File: src/rtl/div_repeated_sub.sv
// Unsigned repeated-subtraction divider with a two-cycle serial operand load
// (dividend, then divisor) over the shared data_in bus; start/done handshake.
module div_repeated_sub #(
   parameter int unsigned WIDTH = 16
) (
   input  logic             clk,
   input  logic             rst,
   input  logic             start,
   input  logic [WIDTH-1:0] data_in,
   output logic [WIDTH-1:0] quotient,
   output logic [WIDTH-1:0] remainder,
   output logic             done,
   output logic             busy,
   output logic             dbz
);

   typedef enum logic [2:0] {
      S_IDLE,
      S_LOAD_A,
      S_LOAD_B,
      S_SUB,
      S_DONE
   } state_t;

   state_t           state_q;
   logic [WIDTH-1:0] r_q;
   logic [WIDTH-1:0] b_q;
   logic [WIDTH-1:0] q_q;
   logic             done_q;
   logic             busy_q;
   logic             dbz_q;

   logic [WIDTH-1:0] diff_d;
   logic [WIDTH-1:0] qinc_d;

   // R >= B is checked before diff_d is used, so the subtraction never wraps.
   assign diff_d = r_q - b_q;
   assign qinc_d = q_q + WIDTH'(1);

   always_ff @(posedge clk) begin
      if (rst) begin
         state_q <= S_IDLE;
         r_q     <= '0;
         b_q     <= '0;
         q_q     <= '0;
         done_q  <= 1'b0;
         busy_q  <= 1'b0;
         dbz_q   <= 1'b0;
      end else begin
         case (state_q)
            S_IDLE: begin
               if (start) begin
                  state_q <= S_LOAD_A;
                  busy_q  <= 1'b1;
               end
            end
            S_LOAD_A: begin
               r_q     <= data_in;
               q_q     <= '0;
               dbz_q   <= 1'b0;
               state_q <= S_LOAD_B;
            end
            S_LOAD_B: begin
               b_q     <= data_in;
               state_q <= S_SUB;
            end
            S_SUB: begin
               if (b_q == '0) begin
                  dbz_q   <= 1'b1;
                  busy_q  <= 1'b0;
                  done_q  <= 1'b1;
                  state_q <= S_DONE;
               end else if (r_q >= b_q) begin
                  r_q <= diff_d;
                  q_q <= qinc_d;
               end else begin
                  busy_q  <= 1'b0;
                  done_q  <= 1'b1;
                  state_q <= S_DONE;
               end
            end
            S_DONE: begin
               // start must be released before another operation can begin
               if (!start) begin
                  done_q  <= 1'b0;
                  state_q <= S_IDLE;
               end
            end
            default: begin
               state_q <= S_IDLE;
               busy_q  <= 1'b0;
               done_q  <= 1'b0;
            end
         endcase
      end
   end

   assign quotient  = q_q;
   assign remainder = r_q;
   assign done      = done_q;
   assign busy      = busy_q;
   assign dbz       = dbz_q;

endmodule
File: config.mk
export PLATFORM = sky130hd
export DESIGN_NAME = div_repeated_sub
export DESIGN_NICKNAME = d
export VERILOG_FILES = /design/src/rtl/div_repeated_sub.sv
export SDC_FILE = /design/constraint.sdc
export NUM_CORES = 1
export LEC_CHECK = 0
export CAP_MARGIN = 20
export CORE_UTILIZATION = 37
export CTS_CLUSTER_DIAMETER = 150
export CTS_CLUSTER_SIZE = 30
export DETAILED_ROUTE_END_ITERATION = 10
export HOLD_SLACK_MARGIN = 0.02
export PLACE_DENSITY_LB_ADDON = 0.3
export RECOVER_POWER = 50
export SYNTH_ARGS = -nofsm -noshare
export SYNTH_HDL_FRONTEND = slang
export SYNTH_SLANG_ARGS = --single-unit
File: constraint.sdc
create_clock -name clk -period 2.3 [get_ports clk]
set_input_delay 0.345 -clock clk [delete_from_list [all_inputs] [get_ports clk]]
set_output_delay 0.345 -clock clk [all_outputs]
set_load 0.01 [all_outputs]
==> flow_metrics.tcl <==
set metrics [dict create \
    synth_compound_area_share_pct 26.2 \
    fin_crit_sh_pct 108 \
    syn_inst 438 \
    worstHoldPathCells 1 \
    grt-ovfl-total 0 \
    intPower_w 0.00358 \
    drt_wl_total_um 9810 \
    synth_area_um2 3360 \
    coreArea_um2 8760 \
    wl_per_cell_um 15.1 \
    reg2reg_depth 9 \
    portBuffers 53 \
    synth.avg_cell_area_um2 7.66 \
    finalHoldViolations 0 \
    fin_ws_ns -0.176 \
    die_area_um2 9450 \
    ir_worst_vdd_mv 0.647 \
    sw_frac_of_total_pct 44.4 \
    die_h_um 97.2 \
    yosys_warnings 0 \
    cts.clk_slew.worst_paths_ns 0.11 \
    drc 0 \
    drv_slew 0 \
    gp_congestion 0.889 \
    slew-limit-headroom_pct 52.4 \
    outcome "complete, but fails checks" \
    synthAdderAreaFrac_pct 6.94 \
    max_cap_violations 0 \
    hold_buffers 0 \
    clockBufferDepth 2 \
    met3_usage_pct 2.95 \
    synth.area.mux_share_pct 2.09 \
    use_met2_pct 34.5 \
    drive_above_1_share_pct 20.0 \
    crit_arrival_ns 2.74 \
    crit_fanout 6 \
    rsz0062_at_grt "true" \
    synth_cell_types 56 \
    violations "setup timing" \
    top_usage_layer "met2" \
    seq_power_share_pct 19.6 \
    p_comb_share_pct 72.0 \
    setup_viol 31 \
    tritoncts "yes" \
    hold_class "reg2reg" \
    synth_edf_count 0 \
    initial_utilization_pct 38.3 \
    endpoint_kind "flip-flop" \
    insertion_delay_ns 0.31 \
    numCtsBuffers 5 \
    worstSetupStartpointType "flip-flop" \
    max_freq_mhz 404 \
    vias 3562 \
    cts.sinks 54 \
    nFillCells 839 \
    power.leakage_nw 1.83 \
    place_ws_ns -0.182 \
    first_global_vias 3415 \
    total_power_w 0.00644 \
    synth-simple-area-share_pct 24.0 \
    grt_util_all_layers_pct 20.6 \
    worst_pin_slew_ns 0.712 \
    hp-start "done$_SDFFE_PP0P_" \
    antennaDiodeCount 0 \
    drt_iter0_drc 156 \
    worstHoldEndpoint "done$_SDFFE_PP0P_" \
    die_w_um 97.2 \
    grt_pass1_wl_um 16000 \
    switchingPower_w 0.00286 \
    cts-root-buf "clkbuf_8" \
    clockPowerShare_pct 8.3 \
    p_per_area_nw_per_um2 1400 \
    synth-xor-area-share_pct 2.09 \
    reg2reg_slack_ns -0.18 \
    async_flop_share_pct 0 \
    rows 34 \
    synth_top_family_by_area "compound AO/OA/AOI/OAI gates" \
    timing.rr.end "quotient[6]$_SDFFE_PP0P_" \
    area_delta_synth_final_pct 37.0 \
    final_antenna_net_count 0 \
    min_period_ns 2.48 \
    synthFlopType "dfxtp_1" \
    crit_required_ns 2.56 \
    met1_usage_pct 28.0 \
    pin_count 54 \
    grt_max_degree 36 \
    synth_seq_cells 54 \
    drt_pass1_iterations 5 \
    final_net_count 578 \
    regToRegStartpoint "remainder[0]$_SDFFE_PP0P_" \
    synth_nets 475 \
    via_per_inst 5.49 \
    fin_skew_ns 0.0120 \
    h-tree-depth 2 \
    antenna_found_initial 0 \
    place_hpwl_um 7220 \
    seq_area_frac_synth_pct 32.2 \
    critical_path_class "reg2reg" \
]
[synth_stat cells (all sizes together), types with 4 or more instances]
cell type	count	share of area [%]
a211oi	5	1.1
a21o	7	1.6
a21oi	48	7.2
a311oi	4	1.0
a31oi	10	1.9
and3	6	1.2
buf	11	2.5
clkbuf	14	1.6
dfxtp	54	32
ha	17	6.3
inv	21	2.3
mux2i	7	2.1
nand2	68	7.6
nand3	9	1.3
nand4	8	1.7
nor2	34	3.8
nor2b	4	0.75
nor3	12	1.8
nor4	5	0.93
o21a	5	1.1
o21ai	33	4.9
or3	10	1.9
xnor2	4	1.0
xor2	4	1.0
[flip-flops by register name, indices dropped and copies added, names as in the netlist]
| signal | flops |
|---|---|
| b_q | 16 |
| busy | 1 |
| remainder | 16 |
| dbz | 1 |
| done | 1 |
| quotient | 16 |
| state_q | 3 |
[per-stage QoR]
step           cell area, µm²  utilization (%)  hold WS [ns]  std cells  setup TNS [ns]
2_1_floorplan            3410                -         0.449        438           -1.57
3_3_place_gp             4390             50.0         0.453        635           -1.86
3_5_place_dp             4390             50.0         0.463        635           -3.32
4_1_cts                  4520             51.5         0.482        646           -1.87
5_1_grt                  4600             52.5         0.497        649           -5.97
6_report                 4600             52.5         0.477        649           -2.35
[how the worst max path moves through the flow]
stage / startpoint / end / slack (ns)
final: remainder[0]$_SDFFE_PP0P_ / quotient[6]$_SDFFE_PP0P_ / -0.18
after global routing: remainder[0]$_SDFFE_PP0P_ / quotient[6]$_SDFFE_PP0P_ / -0.28
after CTS: remainder[0]$_SDFFE_PP0P_ / quotient[7]$_SDFFE_PP0P_ / -0.14
after detailed placement: remainder[0]$_SDFFE_PP0P_ / remainder[9]$_SDFFE_PP0P_ / -0.18
after global placement: remainder[0]$_SDFFE_PP0P_ / quotient[11]$_SDFFE_PP0P_ / -0.11
after floorplan: remainder[0]$_SDFFE_PP0P_ / quotient[11]$_SDFFE_PP0P_ / -0.12
[routing by layer]
layer  vias up  part of all wire (%)
li1       1782                     -
met1      1665                    48
met2       103                    47
met3        12                   4.4
met4         0                   1.1
met5         -                     0
[critical path: stages (launching register included)]
cell and delay, ns:
dfxtp_2 0.34, inv_2 0.04, ha_4 0.16, fa_2 0.34, nand2b_4 0.16, a2111oi_4 0.40, nor4b_4 0.11, a221o_1 0.38
or3_1 0.38, a21oi_2 0.11
[placed cells by master, fill, tap and decap left out, types with 2 or more instances in the layout]
| cell | count |
|---|---|
| a31oi_1 | 10 |
| nand3_1 | 9 |
| nor2b_1 | 4 |
| nor3_1 | 9 |
| dlygate4sd3_1 | 15 |
| mux2i_1 | 7 |
| a311oi_1 | 4 |
| clkbuf_1 | 2 |
| a31o_2 | 3 |
| or3_1 | 10 |
| nor2_1 | 34 |
| o21ai_0 | 18 |
| a211oi_1 | 4 |
| nand3b_1 | 2 |
| a21o_1 | 6 |
| xor2_1 | 4 |
| buf_6 | 4 |
| dfxtp_1 | 52 |
| o211a_1 | 2 |
| nand2_1 | 68 |
| ha_1 | 15 |
| dfxtp_2 | 2 |
| nor4_1 | 5 |
| o21a_1 | 5 |
| nand4_1 | 7 |
| nor3_2 | 2 |
| and2_1 | 2 |
| xnor2_1 | 3 |
| buf_4 | 63 |
| a21oi_1 | 40 |
| clkbuf_8 | 5 |
| clkdlybuf4s50_1 | 38 |
| a21oi_2 | 8 |
| o21ai_1 | 14 |
| and3_1 | 5 |
| o211ai_1 | 3 |
| nor3b_1 | 2 |
| a221o_1 | 3 |
| inv_1 | 20 |
[power groups by stage]
stage | Sequential, W | Clock [W] | Combinational (W)
2_1_floorplan | 0.00133 | 0 | 0.00277
3_3_place_gp | 0.00128 | 0 | 0.00432
3_5_place_dp | 0.00129 | 0 | 0.00436
4_1_cts | 0.00127 | 0.000542 | 0.00446
5_1_grt | 0.00129 | 0.000580 | 0.00502
6_report | 0.00126 | 0.000537 | 0.00464
[what timing repair did]
item                       in CTS  in global routing
setup buffers                   4                  3
setup endpoints to repair      33                 37
gates resized for setup         7                 18
cloned                          0                  0
pin swaps                      10                  3
[cell families (layout without fill, tap and decap cells)]
group / after synthesis / after routing
compound gates: 137 / 137
mux: 7 / 7
fa+ha+maj: 18 / 18
flops: 54 / 54
simple gates: 168 / 168
xor+xnor: 8 / 8
buf+inv: 46 / 149
[cell type report]
type	count	area [µm²]	area share, %
multi-input combinational	338	2170	47.1
inverter	21	78.8	1.71
clock buffer	6	72.6	1.58
timing repair buffer	121	1050	22.9
clock inverter	1	7.51	0.163
tap	108	135	2.94
sequential	54	1080	23.6
Power figures use the tool's default switching activity.
